--- src/rtl/eq_pipe_matcher.sv ---
// eq_pipe_matcher
//   Pipelined masked equality detector. Each streaming WIDTH-bit word is
//   compared against a loadable pattern, with a per-bit compare mask and an
//   optional inverted (mismatch) sense. The compare is split into CHUNK-bit
//   stages (S = ceil(WIDTH/CHUNK)) so each stage is one short LUT chain.
//   Matching output events are counted by a saturating counter.
//
// Ports
//   CLK        clock, rising edge
//   RESET      synchronous active-high reset (overrides everything)
//   CE         clock enable for pipeline and counter increment
//   LOAD       capture PAT/MASK/INVERT and flush the pipeline
//   PAT        pattern word
//   MASK       per-bit compare enable (1 = compare, 0 = don't care)
//   INVERT     1 = report mismatch instead of match
//   COUNT_CLR  clear the match counter (acts regardless of CE)
//   I_VALID    I carries a word this cycle
//   I          data word
//   O_VALID    result valid (registered)
//   O          result, forced 0 when O_VALID is 0 (registered)
//   COUNT      saturating count of O_VALID && O events
//   SAT        COUNT is all ones (registered)
module eq_pipe_matcher #(
  parameter int unsigned WIDTH     = 16,
  parameter int unsigned CHUNK     = 4,
  parameter int unsigned CNT_WIDTH = 8
) (
  input  logic                 CLK,
  input  logic                 RESET,
  input  logic                 CE,
  input  logic                 LOAD,
  input  logic [WIDTH-1:0]     PAT,
  input  logic [WIDTH-1:0]     MASK,
  input  logic                 INVERT,
  input  logic                 COUNT_CLR,
  input  logic                 I_VALID,
  input  logic [WIDTH-1:0]     I,
  output logic                 O_VALID,
  output logic                 O,
  output logic [CNT_WIDTH-1:0] COUNT,
  output logic                 SAT
);

  localparam int unsigned S = (WIDTH + CHUNK - 1) / CHUNK;

  // Bit-select for stage k; the upper bound is clipped by WIDTH so a
  // partial last stage only covers the remaining bits.
  function automatic logic [WIDTH-1:0] stage_sel(input int unsigned k);
    logic [WIDTH-1:0] sel;
    sel = '0;
    for (int unsigned b = 0; b < WIDTH; b++) begin
      if ((b >= k * CHUNK) && (b < (k + 1) * CHUNK)) begin
        sel[b] = 1'b1;
      end
    end
    return sel;
  endfunction

  // Compare of stage k's chunk only; bits outside the chunk are forced to
  // "equal" and fold away as constants.
  function automatic logic chunk_eq(input int unsigned k,
                                    input logic [WIDTH-1:0] word,
                                    input logic [WIDTH-1:0] pat,
                                    input logic [WIDTH-1:0] mask);
    return &(~(mask & stage_sel(k)) | ~(word ^ pat));
  endfunction

  // Configuration
  logic [WIDTH-1:0] pat_q, pat_d;
  logic [WIDTH-1:0] mask_q, mask_d;
  logic             invert_q, invert_d;

  // Inputs to the final (output) stage
  logic             fin_eq;
  logic             fin_valid;
  logic [WIDTH-1:0] fin_data;

  // Output stage and counter
  logic                 o_q, o_d;
  logic                 o_valid_q, o_valid_d;
  logic [CNT_WIDTH-1:0] count_q, count_d;
  logic                 sat_q, sat_d;

  always_comb begin
    pat_d    = pat_q;
    mask_d   = mask_q;
    invert_d = invert_q;
    if (LOAD) begin
      pat_d    = PAT;
      mask_d   = MASK;
      invert_d = INVERT;
    end
  end

  // Stages 0..S-2 carry a running eq flag, valid and the word; the last
  // stage is folded into the output register so its compare, invert and
  // valid gating land directly in O/O_VALID.
  generate
    if (S > 1) begin : g_pipe
      logic [S-2:0]     eq_q, eq_d;
      logic [S-2:0]     valid_q, valid_d;
      logic [WIDTH-1:0] data_q [S-1];
      logic [WIDTH-1:0] data_d [S-1];

      always_comb begin
        eq_d    = eq_q;
        valid_d = valid_q;
        data_d  = data_q;
        if (LOAD) begin
          eq_d    = '0;
          valid_d = '0;
        end else if (CE) begin
          eq_d[0]    = chunk_eq(0, I, pat_q, mask_q);
          valid_d[0] = I_VALID;
          data_d[0]  = I;
          for (int unsigned k = 1; k < S - 1; k++) begin
            eq_d[k]    = eq_q[k-1] & chunk_eq(k, data_q[k-1], pat_q, mask_q);
            valid_d[k] = valid_q[k-1];
            data_d[k]  = data_q[k-1];
          end
        end
      end

      always_ff @(posedge CLK) begin
        if (RESET) begin
          eq_q    <= '0;
          valid_q <= '0;
        end else begin
          eq_q    <= eq_d;
          valid_q <= valid_d;
        end
      end

      // Data carry needs no reset: it is only observed through valid bits.
      always_ff @(posedge CLK) begin
        data_q <= data_d;
      end

      assign fin_eq    = eq_q[S-2];
      assign fin_valid = valid_q[S-2];
      assign fin_data  = data_q[S-2];
    end else begin : g_single
      assign fin_eq    = 1'b1;
      assign fin_valid = I_VALID;
      assign fin_data  = I;
    end
  endgenerate

  always_comb begin
    o_d       = o_q;
    o_valid_d = o_valid_q;
    if (LOAD) begin
      o_d       = 1'b0;
      o_valid_d = 1'b0;
    end else if (CE) begin
      o_valid_d = fin_valid;
      o_d       = fin_valid &
                  ((fin_eq & chunk_eq(S - 1, fin_data, pat_q, mask_q)) ^ invert_q);
    end
  end

  // Counts on the values being registered this edge, so an event is
  // counted exactly once even though O holds while CE is low.
  always_comb begin
    count_d = count_q;
    if (COUNT_CLR) begin
      count_d = '0;
    end else if (CE && o_valid_d && o_d && (count_q != '1)) begin
      count_d = count_q + 1'b1;
    end
    sat_d = &count_d;
  end

  always_ff @(posedge CLK) begin
    if (RESET) begin
      pat_q     <= '0;
      mask_q    <= '1;
      invert_q  <= 1'b0;
      o_q       <= 1'b0;
      o_valid_q <= 1'b0;
      count_q   <= '0;
      sat_q     <= 1'b0;
    end else begin
      pat_q     <= pat_d;
      mask_q    <= mask_d;
      invert_q  <= invert_d;
      o_q       <= o_d;
      o_valid_q <= o_valid_d;
      count_q   <= count_d;
      sat_q     <= sat_d;
    end
  end

  assign O       = o_q;
  assign O_VALID = o_valid_q;
  assign COUNT   = count_q;
  assign SAT     = sat_q;

endmodule
--- config.mk ---
export PLATFORM = sky130hd
export DESIGN_NAME = eq_pipe_matcher
export DESIGN_NICKNAME = d
export VERILOG_FILES = /design/src/rtl/eq_pipe_matcher.sv
export SDC_FILE = /design/constraint.sdc
export NUM_CORES = 1
export LEC_CHECK = 0
export ABC_AREA = 1
export BUFFER_PORTS_ARGS = -buffer_cell sky130_fd_sc_hd__buf_4
export CORE_ASPECT_RATIO = 2
export CORE_MARGIN = 2
export CORE_UTILIZATION = 45
export CTS_CLUSTER_DIAMETER = 100
export CTS_CLUSTER_SIZE = 40
export DETAILED_ROUTE_END_ITERATION = 8
export PLACE_DENSITY = 0.68
export SETUP_SLACK_MARGIN = 0.1
export SLEW_MARGIN = 10
export SYNTH_ARGS = -nofsm -noshare
export SYNTH_HDL_FRONTEND = slang
export SYNTH_SLANG_ARGS = --single-unit
--- constraint.sdc ---
create_clock -name CLK -period 2.37 [get_ports CLK]
set_input_delay 0.1185 -clock CLK [delete_from_list [all_inputs] [get_ports CLK]]
set_output_delay 0.1185 -clock CLK [all_outputs]
set_load 0.05 [all_outputs]
# [Word level (Yosys, flattened, before mapping)]
# Cells that the tools add are included.
[word_totals] regBits=98 latchBits=0 ram_bits=0 mem_bits_ro=0 input_bits=55 output_inout_bits=11 word_cells=58 n_memories=0
[classes] addsub=1 multipliers=0 div_mod_pow=0 order_cmp=0 eq_ne=1 shift=0 n_mux=8 bitwise=26 reduce_logical=10
[op_table] operator="$not 16->16" count=8
[op_table] operator="$or 16x16->16" count=4
[op_table] operator="$reduce_and 16->1" count=4
[op_table] operator="$xor 16x16->16" count=4
[op_table] operator="$and 16x12->16" count=1
[op_table] operator="$and 16x16->16" count=1
[op_table] operator="$and 16x4->16" count=1
[op_table] operator="$and 16x8->16" count=1
[op_table] operator="$mux 8" count=2
[op_table] operator="$add 8x1->8 const B" count=1
[op_table] operator="$ne 8x8->1 const B" count=1
[op_table] operator="$reduce_and 8->1" count=1
[op_table] operator="$mux 1" count=6
[op_table] operator="$and 1x1->1" count=4
[op_table] operator="$logic_and 1x1->1" count=3
[op_table] operator="$reduce_and 2->1" count=1
[op_table] operator="$reduce_or 2->1" count=1
[op_table] operator="$not 1->1" count=1
[op_table] operator="$xor 1x1->1" count=1

# [Logic depth before layout (Yosys ltp)]
[logic_depth] depth_word=16 depth_mapped=15 depth_no_buf=15

# [Worst setup path after synthesis]
# OpenSTA, ideal clock, no wires.
[synth_timing] kind="register to register" startpoint="reg count_q[0], in the netlist COUNT[0]" endpoint="reg sat_q, in the netlist SAT" setup_time_ps=64 arrival_time_ps=1985 required_ps=2306 path_slack_ps=321 stages_incl_launch_ff=14 path_buffers=0 synth_period_minus_slack_ps=2049 path_cell_list="dfxtp_1 ha_1 nand2_1 inv_2 nand3b_1 nor3_2 nor4_4 nand2_4 nand2_1 nand2_1 nand2_1 nor2_1 nand3_1 nor2_1"
[synth_via] elab_chain_len=5 elab_cells_between_ends=6 cone_classes="add/sub (1); eq/ne (1); mux (2); reduce/logical (2)"
[synth_rtl] element="start: declaration" line_no="81" text="logic [CNT_WIDTH-1:0] count_q, count_d;"
[synth_rtl] element="start signal: assignment" line_no="189" text="count_q <= count_d;"
[synth_rtl] element="parallel branches: the longest is 2 deep, another holds $add 8x1->8"
[synth_rtl] element="$mux 8 *" line_no="168" text="end else if (CE && o_valid_d && o_d && (count_q != '1)) begin"
[synth_rtl] element="$mux 8 *" line_no="166" text="if (COUNT_CLR) begin"
[synth_rtl] element="$reduce_and 8->1 *" line_no="171" text="sat_d = &count_d;"
[synth_rtl] element="end signal: assignment" line_no="190" text="sat_q <= sat_d;"
[synth_rtl] element="end: declaration" line_no="82" text="logic sat_q, sat_d;"
# Mark *: on every way between the ends.
# A chain may end at the register's enable or synchronous reset.

# [Worst setup path after layout]
# Ends and elaborated chain as after synthesis.

==> qor.yml <==
cells_and_area:
  layout-drive-gt1-share_pct: 21.22
  fin_nets: 494
  design_area_um2: 4061
  synthToLayoutAreaGrowth_pct: 36.27
  leading_cell_types_in_the_layout_fill_and_taps_excluded: "82 x nand2_1, 67 x buf_4, 59 x nor2_1, 50 x dfxtp_1, 34 x nand3_1"
  mostFrequentLayoutCell: "nand2_1"
  antenna_cells: 0
outcome:
  outcome: "completed"
flow_run:
  maxCapViolations: 0
worst_hold_path:
  worstHoldPathType: "in2reg"
  hold_depth: 3
synthesis:
  ys_seq_elements: 74
  area_of_the_mapped_netlist_um2: 2980
  syn_nets: 404
  post_synth_inst_count: 348
  yosysSeqAreaShare_pct: 57.77
  avg_inst_size_synth_um2: 8.564
  synth.yosys.warnings: 0
  netlist-cell-type-count: 29
clock_network:
  tritoncts.num_buffers: 9
  post_cts.resized_instances: 0
  postCtsSetupRepairBufs: 0
  clkSinkCount: 74
  cts.htree.levels: 3
  clock_slew_seen_by_the_registers_of_the_worst_setup_and_hold_paths_ns: 0.05
  clock_tree.buffer_depth: 2
  tritoncts: "yes"
  worstSkewPairLatency_ns: 0.33
  cell_chosen_for_the_clock_root: "clkbuf_16"
worst_setup_path:
  worst_ep_arrival_time_ns: 2.26
  cp_common_cell: "nand2_1"
  critical_path_class: "reg2reg"
  critical_path.cell_chain: "ha_1 > nand2_1 > inv_2 > nand3b_1 > nor3_2 > nor4_4 > nand2_4 > nand2_1 > nand3_2 > nor2_2 > nand3_1 > nor2_1"
  endpoint_kind: "flop"
  cp-start-kind: "flop"
  critical_path_required_ns: 2.64
  crit_slowest_cell: "nor4_4"
  rr_worst_depth: 12
  critical_path_fanout_max: 9
  crit_path_max_incr_delay_ns: 0.38
sta:
  slew_at_the_pin_closest_to_its_max_slew_limit_ns: 0.6107
  fin_setup_tns_ns: 0
  hold_violations: 0
  remaining_max_slew_budget_at_the_tightest_pin_pct: 59.23
  setup_viol_count_final: 0
  maxSlewViolCount: 0
  period_minus_slack_ns: 1.990
  worst_clock_skew_ns: 0.005080
  rsz0062_at_grt: "no"
  post-route-period-util_pct: 83.98
  timing.final.ws_setup_ns: 0.3796
  clock.fmax_mhz: 502.4
global_route:
  grt-ovfl-total: 0
  grt_max_degree: 38
  first_pass_grt_wire_length_mm: 10.32
  first_global_vias: 2461
  grt_usage_pct: 19.14
  initial_antenna_violation_count: 0
place:
  place_area_um2: 3553
  dpl.hpwl_mm: 4.187
  io_buffers: 65
  place.gp.congestion: 0.8610
  place_worst_setup_slack_ns: 0.4439
routing:
  via_count: 2506
  detail_route.iter0.violations: 130
  avgRoutedWirePerCell_um: 11.92
  vias_per_cell: 4.719
  ant_nets: 0
  drc_violations: 0
  routed_wirelength_mm: 6.329
  drt_first_pass_iters: 4
pwr:
  power_leakage_nw: 1.800
  powerDensity_nw_per_um2: 713.3
  power.ir.vdd_worst_v: 0.0004687
floorplanning:
  start_util_pct: 45.74
  die_area_um2: 7329
  chipWidth_um: 61.55
  core_um2: 6516
  fp.dieH_um: 119.1
  number_of_placement_rows: 42
  io-pin-count: 66
## path summary, 6_finish.rpt
| check | start | end | slack (ns) |
|---|---|---|---|
| min | MASK[8] | mask_q[8] | 0.006 |
| max reg2reg | COUNT[0] | SAT | 0.38 |
| min reg2reg | g_pipe.data_q[28] | fin_data[12] | 0.42 |
| max | COUNT[0] | SAT | 0.38 |
## area by class of cell
cell class	count	area, µm²
Fill cell	588	2455
Clock buffer	14	265.3
Clock inverter	2	12.51
Tap cell	88	110.1
Timing Repair Buffer	90	733.2
Sequential cell	74	1722
Multi-Input combinational cell	236	1117
Inverter	27	101.3
## cell usage after synthesis, drive strengths merged
library cell / number / area [µm²]
a21oi: 12 / 63.81
a2111oi: 1 / 8.760
o22ai: 1 / 6.260
or2: 1 / 6.260
nor2: 62 / 237.7
buf: 2 / 8.750
ha: 1 / 12.51
nand3b: 1 / 7.510
xor2: 11 / 96.34
clkinv: 1 / 3.750
nor3: 1 / 10.01
a221oi: 1 / 8.760
edfxtp: 24 / 720.7
clkbuf: 9 / 33.78
dfxtp: 50 / 1001
o21ai: 21 / 105.1
a211oi: 2 / 15.01
nand3: 36 / 190.2
inv: 26 / 97.60
nor4: 2 / 27.53
nand2: 83 / 319.1
## where the power goes
part | total [mW] | internal (mW) | switching (mW) | leakage (nW)
combinational | 0.247 | 0.130 | 0.117 | 1.03
clock | 1.25 | 0.771 | 0.474 | 0.132
sequential | 1.40 | 1.38 | 0.0299 | 0.637
## cell families (layout without fill, tap and decap cells)
kind of cell / count (synthesis) / after routing / synth area share [%]
flops: 74 / 74 / 57.77
compound gates: 38 / 38 / 6.969
xor+xnor: 11 / 11 / 3.232
fa+ha+maj: 1 / 1 / 0.4197
simple gates: 186 / 186 / 26.78
buf+inv: 38 / 133 / 4.828
## flip-flops by register name (all words and copies together) (netlist names)
signal,count
g_pipe.data_q,20
mask_q,16
pat_q,16
COUNT,8
fin_data,4
g_pipe.eq_q,3
g_pipe.valid_q,3
O,1
O_VALID,1
SAT,1
invert_q,1
## metrics by stage
step	hold slack [ns]	utilization (%)	cells	power, mW
global placement	0.2966	54.53	492	1.641
global route	0.0001450	62.33	531	3.025
CTS	0.0008938	62.33	531	2.933
detailed placement	0.2978	54.53	492	1.649
finish	0.005674	62.33	531	2.897
floorplan	0.1901	-	348	1.541
## routing by layer
metal  vias up  part of all wire [%]  global-route usage, %
li1       1312                     -                      -
met1      1118                    42                  21.11
met2        65                    50                  31.38
met3        11                   5.2                  5.755
met4         0                   2.6                  10.11
met5         -                     0                      0
## what timing repair did
action,4_1_cts,5_1_grt
endpoints found under the hold margin,25,0
endpoints found under the setup margin,0,0
hold buffers,23,0
## critical path, delay by kind of cell (launching register included)
kind                       cells  cell delay, ns
buffers and inverters          1            0.04
adders and majority gates      1            0.23
and+or+nand+nor               10            1.33
DFF                            1            0.34
Note: power is estimated with default switching activity, not from simulation.
